## src/rtl/serial_bus_master_pkg.sv

```systemverilog
// Shared definitions for the serial bus: frame start code, FSM states and width helpers.
package serial_bus_master_pkg;

  localparam logic [2:0] START = 3'b111;

  typedef enum logic [2:0] {
    IDLE,
    CTRL,
    WAIT_RDY,
    WDATA,
    RDATA,
    FINISH
  } state_e;

  function automatic int unsigned addr_width(input int unsigned depth);
    return $clog2(depth);
  endfunction

  function automatic int unsigned s_id_width(input int unsigned slaves);
    return $clog2(slaves + 1);
  endfunction

  function automatic int unsigned len_width(input int unsigned max_burst);
    return $clog2(max_burst + 1);
  endfunction

  // Frame layout: {START, slave, rw, burst, addr}
  function automatic int unsigned con_len(input int unsigned sid_w, input int unsigned addr_w);
    return 3 + sid_w + 2 + addr_w;
  endfunction

endpackage

```

## src/rtl/serial_bus_master_if.sv

```systemverilog
// Serial bus wires between a master and the interconnect/slave side.
interface serial_bus_master_if;
  logic control;
  logic wD;
  logic valid;
  logic last;
  logic rD;
  logic ready;

  modport master (output control, wD, valid, last, input rD, ready);
  modport slave  (input control, wD, valid, last, output rD, ready);
endinterface

```

## src/rtl/serial_bus_master_shift_reg.sv

```systemverilog
// MSB-first shift register with parallel load, shift-out and LSB shift-in.
module serial_bus_master_shift_reg #(
  parameter int unsigned WIDTH = 8
) (
  input  logic             clk,
  input  logic             rstN,
  input  logic             load_i,
  input  logic [WIDTH-1:0] data_i,
  input  logic             shift_i,
  input  logic             sin_i,
  output logic [WIDTH-1:0] q_o
);
  logic [WIDTH-1:0] sr_q, sr_d;

  always_comb begin
    sr_d = sr_q;
    if (load_i) begin
      sr_d = data_i;
    end else if (shift_i) begin
      sr_d = {sr_q[WIDTH-2:0], sin_i};
    end
  end

  always_ff @(posedge clk or negedge rstN) begin
    if (!rstN) sr_q <= '0;
    else       sr_q <= sr_d;
  end

  assign q_o = sr_q;
endmodule

```

## src/rtl/serial_bus_master.sv

```systemverilog
// Serial bus initiator: shifts out the control frame, then streams write words or
// collects read words, with ready timeout and illegal-request detection.
module serial_bus_master
  import serial_bus_master_pkg::*;
#(
  parameter int unsigned ADDR_DEPTH = 2000,
  parameter int unsigned SLAVES     = 3,
  parameter int unsigned DATA_WIDTH = 32,
  parameter int unsigned MAX_BURST  = 16,
  parameter int unsigned TIMEOUT    = 1024,
  localparam int unsigned ADDR_WIDTH = addr_width(ADDR_DEPTH),
  localparam int unsigned S_ID_WIDTH = s_id_width(SLAVES),
  localparam int unsigned LEN_WIDTH  = len_width(MAX_BURST)
) (
  input  logic                  clk,
  input  logic                  rstN,
  input  logic                  req,
  input  logic                  req_rw,
  input  logic [S_ID_WIDTH-1:0] req_slave,
  input  logic [ADDR_WIDTH-1:0] req_addr,
  input  logic [LEN_WIDTH-1:0]  req_len,
  input  logic [DATA_WIDTH-1:0] wr_data,
  output logic                  wr_ack,
  output logic [DATA_WIDTH-1:0] rd_data,
  output logic                  rd_valid,
  output logic                  busy,
  output logic                  done,
  output logic                  err,
  serial_bus_master_if.master   bus
);
  localparam int unsigned CON_LEN = con_len(S_ID_WIDTH, ADDR_WIDTH);
  localparam int unsigned FCNT_W  = $clog2(CON_LEN) + 1;
  localparam int unsigned BCNT_W  = $clog2(DATA_WIDTH) + 1;
  localparam int unsigned TCNT_W  = $clog2(TIMEOUT) + 1;

  state_e state_q, state_d;

  logic                  rw_q, rw_d;
  logic [LEN_WIDTH-1:0]  len_q, len_d;
  logic                  err_pend_q, err_pend_d;
  logic                  seen_low_q, seen_low_d;
  logic [FCNT_W-1:0]     frm_cnt_q, frm_cnt_d;
  logic [BCNT_W-1:0]     bit_cnt_q, bit_cnt_d;
  logic [LEN_WIDTH-1:0]  word_cnt_q, word_cnt_d;
  logic [TCNT_W-1:0]     to_cnt_q, to_cnt_d;

  logic                  busy_q, busy_d;
  logic                  done_q, done_d;
  logic                  err_q, err_d;
  logic                  wr_ack_q, wr_ack_d;
  logic                  rd_valid_q, rd_valid_d;
  logic [DATA_WIDTH-1:0] rd_data_q, rd_data_d;
  logic                  control_q, control_d;
  logic                  wd_q, wd_d;
  logic                  valid_q, valid_d;
  logic                  last_q, last_d;

  logic                  frm_load_c, frm_shift_c;
  logic                  wr_load_c, wr_shift_c;
  logic                  rd_shift_c;
  logic [CON_LEN-1:0]    frame_c;
  logic [CON_LEN-1:0]    frm_q;
  logic [DATA_WIDTH-1:0] wr_q, rd_q;

  logic req_ok_c, frm_end_c, bit_end_c, word_end_c, to_end_c, wr_go_c, rd_go_c;

  assign req_ok_c   = (req_len != '0) && (req_len <= LEN_WIDTH'(MAX_BURST)) &&
                      (req_slave != '0) && (req_slave <= S_ID_WIDTH'(SLAVES));
  assign frame_c    = {START, req_slave, req_rw, (req_len > LEN_WIDTH'(1)), req_addr};
  assign frm_end_c  = (frm_cnt_q == FCNT_W'(CON_LEN - 1));
  assign bit_end_c  = (bit_cnt_q == BCNT_W'(DATA_WIDTH - 1));
  assign word_end_c = (LEN_WIDTH'(word_cnt_q + 1'b1) == len_q);
  assign to_end_c   = (to_cnt_q == TCNT_W'(TIMEOUT - 1));
  assign wr_go_c    = rw_q && bus.ready;
  // Reads need a fresh low-to-high ready edge so a stale ready is not taken as data.
  assign rd_go_c    = !rw_q && bus.ready && seen_low_q;

  serial_bus_master_shift_reg #(.WIDTH(CON_LEN)) u_frm_sr (
    .clk    (clk),
    .rstN   (rstN),
    .load_i (frm_load_c),
    .data_i (frame_c),
    .shift_i(frm_shift_c),
    .sin_i  (1'b0),
    .q_o    (frm_q)
  );

  serial_bus_master_shift_reg #(.WIDTH(DATA_WIDTH)) u_wr_sr (
    .clk    (clk),
    .rstN   (rstN),
    .load_i (wr_load_c),
    .data_i (wr_data),
    .shift_i(wr_shift_c),
    .sin_i  (1'b0),
    .q_o    (wr_q)
  );

  serial_bus_master_shift_reg #(.WIDTH(DATA_WIDTH)) u_rd_sr (
    .clk    (clk),
    .rstN   (rstN),
    .load_i (1'b0),
    .data_i ('0),
    .shift_i(rd_shift_c),
    .sin_i  (bus.rD),
    .q_o    (rd_q)
  );

  always_ff @(posedge clk or negedge rstN) begin
    if (!rstN) state_q <= IDLE;
    else       state_q <= state_d;
  end

  always_comb begin
    state_d = state_q;
    unique case (state_q)
      IDLE:     if (req && !busy_q) state_d = req_ok_c ? CTRL : FINISH;
      CTRL:     if (frm_end_c) state_d = WAIT_RDY;
      WAIT_RDY: begin
        if (wr_go_c)       state_d = WDATA;
        else if (rd_go_c)  state_d = RDATA;
        else if (to_end_c) state_d = IDLE;
      end
      WDATA:    if (bit_end_c && word_end_c) state_d = FINISH;
      RDATA:    if (bus.ready && bit_end_c && word_end_c) state_d = FINISH;
      FINISH:   state_d = IDLE;
      default:  state_d = IDLE;
    endcase
  end

  always_comb begin
    rw_d        = rw_q;
    len_d       = len_q;
    err_pend_d  = err_pend_q;
    seen_low_d  = seen_low_q;
    frm_cnt_d   = frm_cnt_q;
    bit_cnt_d   = bit_cnt_q;
    word_cnt_d  = word_cnt_q;
    to_cnt_d    = to_cnt_q;
    busy_d      = busy_q;
    rd_data_d   = rd_data_q;
    done_d      = 1'b0;
    err_d       = 1'b0;
    wr_ack_d    = 1'b0;
    rd_valid_d  = 1'b0;
    control_d   = 1'b0;
    wd_d        = 1'b0;
    valid_d     = 1'b0;
    last_d      = 1'b0;
    frm_load_c  = 1'b0;
    frm_shift_c = 1'b0;
    wr_load_c   = 1'b0;
    wr_shift_c  = 1'b0;
    rd_shift_c  = 1'b0;
    unique case (state_q)
      IDLE: begin
        if (req && !busy_q) begin
          busy_d     = 1'b1;
          rw_d       = req_rw;
          len_d      = req_len;
          err_pend_d = !req_ok_c;
          frm_load_c = req_ok_c;
          frm_cnt_d  = '0;
        end
      end
      CTRL: begin
        control_d   = frm_q[CON_LEN-1];
        frm_shift_c = 1'b1;
        frm_cnt_d   = frm_cnt_q + 1'b1;
        if (frm_end_c) begin
          to_cnt_d   = '0;
          seen_low_d = 1'b0;
        end
      end
      WAIT_RDY: begin
        if (wr_go_c) begin
          wr_load_c  = 1'b1;
          wr_ack_d   = 1'b1;
          bit_cnt_d  = '0;
          word_cnt_d = '0;
        end else if (rd_go_c) begin
          rd_shift_c = 1'b1;
          bit_cnt_d  = BCNT_W'(1);
          word_cnt_d = '0;
        end else if (to_end_c) begin
          done_d = 1'b1;
          err_d  = 1'b1;
          busy_d = 1'b0;
        end else begin
          to_cnt_d = to_cnt_q + 1'b1;
        end
        if (!bus.ready) seen_low_d = 1'b1;
      end
      WDATA: begin
        valid_d = 1'b1;
        wd_d    = wr_q[DATA_WIDTH-1];
        if (bit_end_c) begin
          bit_cnt_d  = '0;
          word_cnt_d = word_cnt_q + 1'b1;
          // Reload on the final bit so the next word follows with no valid gap.
          if (!word_end_c) begin
            wr_load_c = 1'b1;
            wr_ack_d  = 1'b1;
          end
        end else begin
          wr_shift_c = 1'b1;
          bit_cnt_d  = bit_cnt_q + 1'b1;
        end
      end
      RDATA: begin
        if (bus.ready) begin
          rd_shift_c = 1'b1;
          if (bit_end_c) begin
            rd_data_d  = {rd_q[DATA_WIDTH-2:0], bus.rD};
            rd_valid_d = 1'b1;
            bit_cnt_d  = '0;
            word_cnt_d = word_cnt_q + 1'b1;
          end else begin
            bit_cnt_d = bit_cnt_q + 1'b1;
          end
        end
      end
      FINISH: begin
        done_d = 1'b1;
        err_d  = err_pend_q;
        last_d = !err_pend_q;
        busy_d = 1'b0;
      end
      default: ;
    endcase
  end

  always_ff @(posedge clk or negedge rstN) begin
    if (!rstN) begin
      rw_q       <= 1'b0;
      len_q      <= '0;
      err_pend_q <= 1'b0;
      seen_low_q <= 1'b0;
      frm_cnt_q  <= '0;
      bit_cnt_q  <= '0;
      word_cnt_q <= '0;
      to_cnt_q   <= '0;
      busy_q     <= 1'b0;
      done_q     <= 1'b0;
      err_q      <= 1'b0;
      wr_ack_q   <= 1'b0;
      rd_valid_q <= 1'b0;
      rd_data_q  <= '0;
      control_q  <= 1'b0;
      wd_q       <= 1'b0;
      valid_q    <= 1'b0;
      last_q     <= 1'b0;
    end else begin
      rw_q       <= rw_d;
      len_q      <= len_d;
      err_pend_q <= err_pend_d;
      seen_low_q <= seen_low_d;
      frm_cnt_q  <= frm_cnt_d;
      bit_cnt_q  <= bit_cnt_d;
      word_cnt_q <= word_cnt_d;
      to_cnt_q   <= to_cnt_d;
      busy_q     <= busy_d;
      done_q     <= done_d;
      err_q      <= err_d;
      wr_ack_q   <= wr_ack_d;
      rd_valid_q <= rd_valid_d;
      rd_data_q  <= rd_data_d;
      control_q  <= control_d;
      wd_q       <= wd_d;
      valid_q    <= valid_d;
      last_q     <= last_d;
    end
  end

  assign busy        = busy_q;
  assign done        = done_q;
  assign err         = err_q;
  assign wr_ack      = wr_ack_q;
  assign rd_valid    = rd_valid_q;
  assign rd_data     = rd_data_q;
  assign bus.control = control_q;
  assign bus.wD      = wd_q;
  assign bus.valid   = valid_q;
  assign bus.last    = last_q;

  // Only the serial ends of the shifters are consumed.
  logic unused_c;
  assign unused_c = ^{frm_q[CON_LEN-2:0], wr_q[DATA_WIDTH-2:0], rd_q[DATA_WIDTH-1]};
endmodule
```

## src/flat_wrapper.sv

```systemverilog
// flat-port wrapper written by rule: the top's interface ports become plain ports
module serial_bus_master_flat import serial_bus_master_pkg::*;
#(
  parameter int unsigned ADDR_DEPTH = 2000,
  parameter int unsigned SLAVES     = 3,
  parameter int unsigned DATA_WIDTH = 32,
  parameter int unsigned MAX_BURST  = 16,
  parameter int unsigned TIMEOUT    = 1024,
  localparam int unsigned ADDR_WIDTH = addr_width(ADDR_DEPTH),
  localparam int unsigned S_ID_WIDTH = s_id_width(SLAVES),
  localparam int unsigned LEN_WIDTH  = len_width(MAX_BURST)
)
  (clk, rstN, req, req_rw, req_slave, req_addr, req_len, wr_data, wr_ack, rd_data, rd_valid, busy, done, err, bus_control, bus_wD, bus_valid, bus_last, bus_rD, bus_ready);
  serial_bus_master_if bus_i ();
  input  logic clk;
  input  logic rstN;
  input  logic req;
  input  logic req_rw;
  input  logic [S_ID_WIDTH-1:0] req_slave;
  input  logic [ADDR_WIDTH-1:0] req_addr;
  input  logic [LEN_WIDTH-1:0] req_len;
  input  logic [DATA_WIDTH-1:0] wr_data;
  output logic wr_ack;
  output logic [DATA_WIDTH-1:0] rd_data;
  output logic rd_valid;
  output logic busy;
  output logic done;
  output logic err;
  output wire logic [$bits(bus_i.control)-1:0] bus_control;
  output wire logic [$bits(bus_i.wD)-1:0] bus_wD;
  output wire logic [$bits(bus_i.valid)-1:0] bus_valid;
  output wire logic [$bits(bus_i.last)-1:0] bus_last;
  input wire logic [$bits(bus_i.rD)-1:0] bus_rD;
  input wire logic [$bits(bus_i.ready)-1:0] bus_ready;
  assign bus_control = bus_i.control;
  assign bus_wD = bus_i.wD;
  assign bus_valid = bus_i.valid;
  assign bus_last = bus_i.last;
  assign bus_i.rD = bus_rD;
  assign bus_i.ready = bus_ready;
  serial_bus_master #(.ADDR_DEPTH(ADDR_DEPTH), .SLAVES(SLAVES), .DATA_WIDTH(DATA_WIDTH), .MAX_BURST(MAX_BURST), .TIMEOUT(TIMEOUT)) u_core (.clk(clk), .rstN(rstN), .req(req), .req_rw(req_rw), .req_slave(req_slave), .req_addr(req_addr), .req_len(req_len), .wr_data(wr_data), .wr_ack(wr_ack), .rd_data(rd_data), .rd_valid(rd_valid), .busy(busy), .done(done), .err(err), .bus(bus_i));
endmodule
```

## config.mk

```make
export PLATFORM = sky130hd
export DESIGN_NAME = serial_bus_master_flat
export DESIGN_NICKNAME = d
export VERILOG_FILES = /design/src/rtl/serial_bus_master_pkg.sv /design/src/rtl/serial_bus_master_if.sv /design/src/rtl/serial_bus_master_shift_reg.sv /design/src/rtl/serial_bus_master.sv /design/src/flat_wrapper.sv
export SDC_FILE = /design/constraint.sdc
export NUM_CORES = 1
export LEC_CHECK = 0
export ABC_AREA = 1
export CAP_MARGIN = 0
export CORE_MARGIN = 2
export CORE_UTILIZATION = 55
export CTS_CLUSTER_DIAMETER = 80
export DETAILED_ROUTE_END_ITERATION = 10
export GPL_TIMING_DRIVEN = 0
export PLACE_DENSITY = 0.79
export SLEW_MARGIN = 10
export SYNTH_ARGS = -nofsm -noshare
export SYNTH_HDL_FRONTEND = slang
export SYNTH_SLANG_ARGS = --single-unit
```

## constraint.sdc

```tcl
create_clock -name clk -period 2.2 [get_ports clk]
set_input_delay 0.22 -clock clk [delete_from_list [all_inputs] [get_ports clk]]
set_output_delay 0.22 -clock clk [all_outputs]
set_load 0.005 [all_outputs]
```

# Word level (Yosys, flattened, before mapping)

Cells that the tools add are included.
W data, S select, Z words.

Bits in registers: 161
Input bits: 56
Output and inout port bits: 41
Logic and storage cells: 144

Add/sub/neg operators: 4
Order comparisons: 3
Equality and inequality tests: 21
Multiplexer cells: 63
Reductions and logical operators: 31

Operators with widths:

| operator                | count |
|---|---|
| $mux W32                | 2 |
| $mux W11                | 4 |
| $mux W18                | 2 |
| $mux W6                 | 5 |
| $mux W1                 | 27 |
| $mux W3                 | 8 |
| $pmux W11 S2            | 1 |
| $mux W5                 | 4 |
| $pmux W6 S3             | 1 |
| $pmux W3 S5             | 1 |
| $pmux W5 S3             | 1 |
| $reduce_and A5 Y1       | 3 |
| $add A6 B1 Y6 const B   | 2 |
| $eq A6 B5 Y1 const B    | 2 |
| $pmux W6 S2             | 1 |
| $add A11 B1 Y11 const B | 1 |
| $eq A11 B10 Y1 const B  | 1 |
| $logic_and A1 B1 Y1     | 10 |
| $ne A2 B1 Y1 const B    | 5 |
| $ne A2 B2 Y1 const B    | 5 |
| $pmux W1 S2             | 5 |
| $reduce_bool A2 Y1      | 5 |
| $reduce_and A3 Y1       | 3 |
| $eq A3 B2 Y1 const B    | 2 |
| other kinds (15)        | 21 |

# Longest topological paths before layout

Depth after elaboration: 7
Mapped depth: 14
Depth with buffers taken out: 13

# Hierarchy

From an unflattened synthesis, not the netlist that was laid out.

Cell total of the unflattened synthesis: 927
Area total of the unflattened synthesis: 7733.7 um^2

Modules (own cells, without submodules):

| module                                           | times used | cells an instance | area each (um^2) | sequential area each (um^2) |
|---|---|---|---|---|
| serial_bus_master                                | 1          | 477               | 3865.0           | 2001.9 |
| serial_bus_master_shift_reg (u_core.u_rd_sr ...) | 2          | 176               | 1508.9           | 800.8 |
| serial_bus_master_shift_reg (u_core.u_frm_sr)    | 1          | 98                | 850.8            | 450.4 |

# Worst setup path after synthesis

No wires, ideal clock.

Path kind: reg2reg
Start: reg u_core.word_cnt_q[0]
End: reg u_core.u_wr_sr.sr_q[23], in the netlist u_core.u_wr_sr.q_o[23]
Library setup time: 0.117 ns
Data arrival time: 1.670 ns
Path slack: 0.412 ns
Stages on the path, launching flop included: 14
Buffers on the path: 1
Period minus slack after synthesis: 1.788 ns
Cell sequence: dfrtp_1 > ha_1 > inv_1 > nand2_1 > nand2_1 > nor2_1 > nand3_1 > nor2_1 > nand3_2 > nand2_4 > buf_2 > nand3_1 > nand2_1 > nand2_1

Word-level cells in the longest chain between the ends: 6
Elaborated cells between the ends (all ways): 7
Classes of those cells: add/sub (1); eq/ne (1); mux (4); reduce/logical (1)

Ends and longest elaborated chain:

| what                                                  | line                              | RTL |
|---|---|---|
| start, declared                                       | serial_bus_master.sv:44           | `logic [LEN_WIDTH-1:0] word_cnt_q, word_cnt_d;` |
| start signal, assigned                                | serial_bus_master.sv:259          | `word_cnt_q <= word_cnt_d;` |
| $add A5 B1 Y5 *                                       | serial_bus_master.sv:72           | `assign word_end_c = (LEN_WIDTH'(word_cnt_q + 1'b1) == len_q);` |
| $eq A5 B5 Y1 *                                        | serial_bus_master.sv:72           |  |
| $mux W1 *                                             | serial_bus_master.sv:200          | `if (!word_end_c) begin` |
| $mux W1 *                                             | serial_bus_master.sv:196          | `if (bit_end_c) begin` |
| $pmux W1 S2 *                                         | serial_bus_master.sv:154          | `unique case (state_q)` |
| $mux W32 / $reduce_bool A2 Y1 (equally long branches) | -                                 |  |
| end signal, assigned                                  | serial_bus_master_shift_reg.sv:26 | `else sr_q <= sr_d;` |
| end, declared                                         | serial_bus_master_shift_reg.sv:13 | `logic [WIDTH-1:0] sr_q, sr_d;` |

Mark *: on every way between the ends. The rest lies on a longest branch, timed or not.
A chain may end at the register's enable or synchronous reset.

# Worst setup path in the final report

Start: reg u_core.bit_cnt_q[0]
End: reg u_core.u_wr_sr.sr_q[3], in the netlist u_core.u_wr_sr.q_o[3]

Word-level cells in the longest chain between the ends: 4
Elaborated cells between the ends (all ways): 7
Classes of those cells: eq/ne (1); mux (5); reduce/logical (1)

Ends and longest elaborated chain:

| what                                                  | line                     | RTL |
|---|---|---|
| start, declared                                       | serial_bus_master.sv:43  | `logic [BCNT_W-1:0] bit_cnt_q, bit_cnt_d;` |
| start signal, assigned                                | serial_bus_master.sv:258 | `bit_cnt_q <= bit_cnt_d;` |
| $eq A6 B5 Y1 *                                        | serial_bus_master.sv:71  | `assign bit_end_c = (bit_cnt_q == BCNT_W'(DATA_WIDTH - 1));` |
| $mux W1                                               | serial_bus_master.sv:196 |  |
| $pmux W1 S2 / $mux W1 (equally long branches)         | serial_bus_master.sv:154 |  |
| $mux W32 / $reduce_bool A2 Y1 (equally long branches) | -                        |  |

Marked as above.

==> flow_summary.ini <==
[clock_network]
clock_latency_ns = 0.42
numCtsBuffers = 17
cts_sinks = 161
cts_tree = yes
root_buffer = clkbuf_16
clockBufferDepth = 2
clkTransAtPathRegs_ns = 0.06
htree_levels = 4

[sta]
rsz0062_at_grt = true
worst_slack_ns = 0.125
setup-violations-final = 0
worst_pin_slew_ns = 0.495
period_share_pct = 94.3
fmax_mhz = 482
finalCriticalPeriod_ns = 2.07
maxSlewHeadroom_pct = 67.0
drv_slew = 0
finClkSkew_ns = 0.00813
hold_viol_final = 0

[global_route]
grtUsageMet1_pct = 30.3
antenna_found_initial = 0
grt_overflow = 0
grt_max_degree = 96
grt_util_all_layers_pct = 23.0
grt_pass1_vias = 6055
grt.busiest_layer = met2
grtUsageMet3_pct = 3.99
grt_pass1_wl_um = 27200
grt_util_met2_pct = 39.0

[logic_synthesis]
synthesis.area_um2 = 7520
synth_warnings = 0
ys_seq_area_share_pct = 53.6
synth_edf_count = 0
synth_fp_nets = 989
syn_avg_cell_area_um2 = 8.11
async_flop_share_pct = 100
postSynthCellCount = 928
synthDistinctLibCells = 36
synth-main-ff-cell = dfrtp_1
synth-seq-cells = 161

[pwr]
comb_power_share_pct = 5.3
power_density_nw_per_um2 = 674
max-vdd-ir-drop_mv = 0.459
pwr-share-clk_pct = 45.6
seq_power_share_pct = 49.1
p_switching_uw = 1430
p_sw_share_pct = 22.6
total_leakage_power_uw = 0.00462
p_int_uw = 4880

[routing]
route.detailed.drc = 0
wl_per_cell_um = 12.5
vias = 6281
via_per_inst = 5.09
drt_first_pass_iters = 5
drt_wl_total_um = 15500
detail_route.iter0.violations = 379
postRouteAntennaNets = 0

[die]
die_y_um = 121
dieArea_um2 = 14600
initial_core_util_pct = 56.6
die_x_um = 121
core_area_um2 = 13300
io-pin-count = 97
num_rows = 42

[setup_path]
crit_chain = ha_1, nand3_1, nor2_1, nand2_1, inv_1, nor2_4, inv_1, clkbuf_1, nand4_1, nand2_1
crit_type = flip-flop to flip-flop
cpMaxStageDelayCell = dfrtp_1
crit_path_end_kind = flip-flop
crit_path_max_fanout = 10
crit_family = simple AND/OR/NAND/NOR gates
crit_required_ns = 2.56
crit_path_max_incr_delay_ns = 0.40
crit_buf_inv = 3
cp.arrival_ns = 2.43
start_kind = flip-flop

[place]
place_congestion = 0.824
portBuffers = 96
dp_hpwl_um = 10700
pre_cts_slack_ns = 0.0556
placed_cells = 1201

[finish]
n_antenna_cell = 0
fin_cells = 1235
area_delta_synth_final_pct = 24.4
drive_above_1_share_pct = 8.97
nets = 1107

[run_status]
status = complete, no violations

[job]
drv_cap = 0

[worst_hold_path]
hold_path_class = primary input to async pin
## flip-flops by register name, summed over array words and instances (netlist names), 3 cells and up
signal	flops
u_core.word_cnt_q	5
u_core.len_q	5
u_core.u_wr_sr.q_o	32
u_core.u_rd_sr.q_o	31
u_core.to_cnt_q	11
u_core.bit_cnt_q	6
u_core.state_q	3
u_core.frm_cnt_q	6
u_core.rd_data	32
u_core.u_frm_sr.q_o	18
## through the flow
stage | utilization [%] | TNS, ns | hold slack (ns) | area, um^2 | power (uW)
after floorplan | - | 0 | -0.0756 | 7520 | 3230
after global placement | 65.5 | -899.61 | 0.443 | 8700 | 3480
after detailed placement | 65.7 | 0 | 0.197 | 8740 | 3490
after CTS | 70.2 | 0 | 0.337 | 9330 | 6360
after global routing | 70.4 | -0.201 | 0.371 | 9360 | 6550
final | 70.4 | 0 | 0.335 | 9360 | 6310
## power by group through the flow
stage,clock [uW],combinational (uW),sequential (uW)
finish,2880,332,3100
global route,3070,383,3110
CTS,2930,341,3100
detailed placement,0,337,3150
global placement,0,326,3150
floorplan,0,88.8,3150
## path summary, 6_finish.rpt
kind,cells past startpoint,endpoint,from,slack [ns]
max,10,u_core.u_wr_sr.q_o[3]$_DFFE_PN0P_,u_core.bit_cnt_q[0]$_DFFE_PN0P_,0.13
max reg2reg,10,u_core.u_wr_sr.q_o[3]$_DFFE_PN0P_,u_core.bit_cnt_q[0]$_DFFE_PN0P_,0.13
max in group asynchronous,3,u_core.frm_cnt_q[2]$_DFFE_PN0P_,rstN,1.03
min in group clk,3,u_core.u_frm_sr.q_o[0]$_DFFE_PN0P_,req_addr[0],0.34
min,2,u_core.u_rd_sr.q_o[24]$_DFFE_PN0P_,rstN,0.34
min reg2reg,2,u_core.rd_data[0]$_DFFE_PN0P_,u_core.rd_data[0]$_DFFE_PN0P_,0.47
## cell families (layout without fill, tap and decap cells)
family | count (synthesis) | count (layout) | synth area share [%]
adders and majority gates | 5 | 5 | 0.832
buffers and inverters | 159 | 290 | 8.73
and+or+nand+nor | 482 | 482 | 28.2
DFF | 161 | 161 | 53.6
muxes | 2 | 2 | 0.266
AOI/OAI and AO/OA | 116 | 116 | 8.12
xor gates and xnor gates | 3 | 3 | 0.349
## per-layer routing
| metal | wire [um] | vias up |
|---|---|---|
| li1 | - | 3183 |
| met1 | 7160 | 2936 |
| met2 | 7540 | 145 |
| met3 | 583 | 17 |
| met4 | 214 | 0 |
| met5 | 0 | - |
## synth_stat cells (2+ instances only)
master / n / share of area [%]
ha_1: 5 / 0.83
o21a_1: 4 / 0.40
buf_2: 20 / 1.3
xor2_1: 3 / 0.35
mux2i_1: 2 / 0.27
nor3_1: 8 / 0.53
nor2_4: 3 / 0.45
o22ai_1: 4 / 0.33
inv_1: 111 / 5.5
a21oi_1: 11 / 0.73
nand4_1: 34 / 2.8
nand2_4: 2 / 0.30
nand3_2: 3 / 0.40
nor2_2: 2 / 0.17
clkbuf_1: 15 / 0.75
nand2_2: 9 / 0.75
nand2_1: 316 / 16
nand3_4: 2 / 0.47
a22oi_1: 2 / 0.20
buf_6: 4 / 0.60
inv_2: 7 / 0.35
dfrtp_1: 161 / 54
o21ai_1: 6 / 0.40
nor2_1: 37 / 1.8
nand3_1: 62 / 4.1
o21ai_0: 85 / 5.7
## placed cells by master, fill, tap and decap left out, types with 2 or more instances in the layout
master and instances:
nand2_1 316, dfrtp_1 160, inv_1 111, clkdlybuf4s50_1 95, o21ai_0 85, nand3_1 62
nor2_1 35, nand4_1 34, buf_2 17, clkbuf_16 17, clkbuf_1 13, a21oi_1 11
nand2_2 9, nor3_1 8, inv_2 7, o21ai_1 6, buf_4 5, ha_1 5
buf_6 4, nor2_4 4, o22ai_1 4, o21a_1 4, nand3_2 3, nor2_2 3
xor2_1 3, clkbuf_2 3, clkinv_4 3, inv_6 3, nand2_4 2, clkinv_2 2
nand3_4 2, a22oi_1 2, mux2i_1 2, clkinvlp_4 2, clkbuf_8 2, inv_8 2
## what timing repair did
action | in CTS | in global routing
hold buffers | 1 | 0
endpoints found under the hold margin | 66 | 0
endpoints found under the setup margin | 0 | 54
resized for setup | 0 | 16
setup buffers | 0 | 1
## final cells by class
class	instances	area [um^2]
repair buffers	99	1010
plain buffers	40	220
flip-flops and latches	161	4030
clock buffers	20	457
clock inverters	12	125
inverters	119	448
fillers	1052	3940
well taps	176	220
multi-input cells	608	2850
No activity file was read; power rests on OpenSTA's default activity.
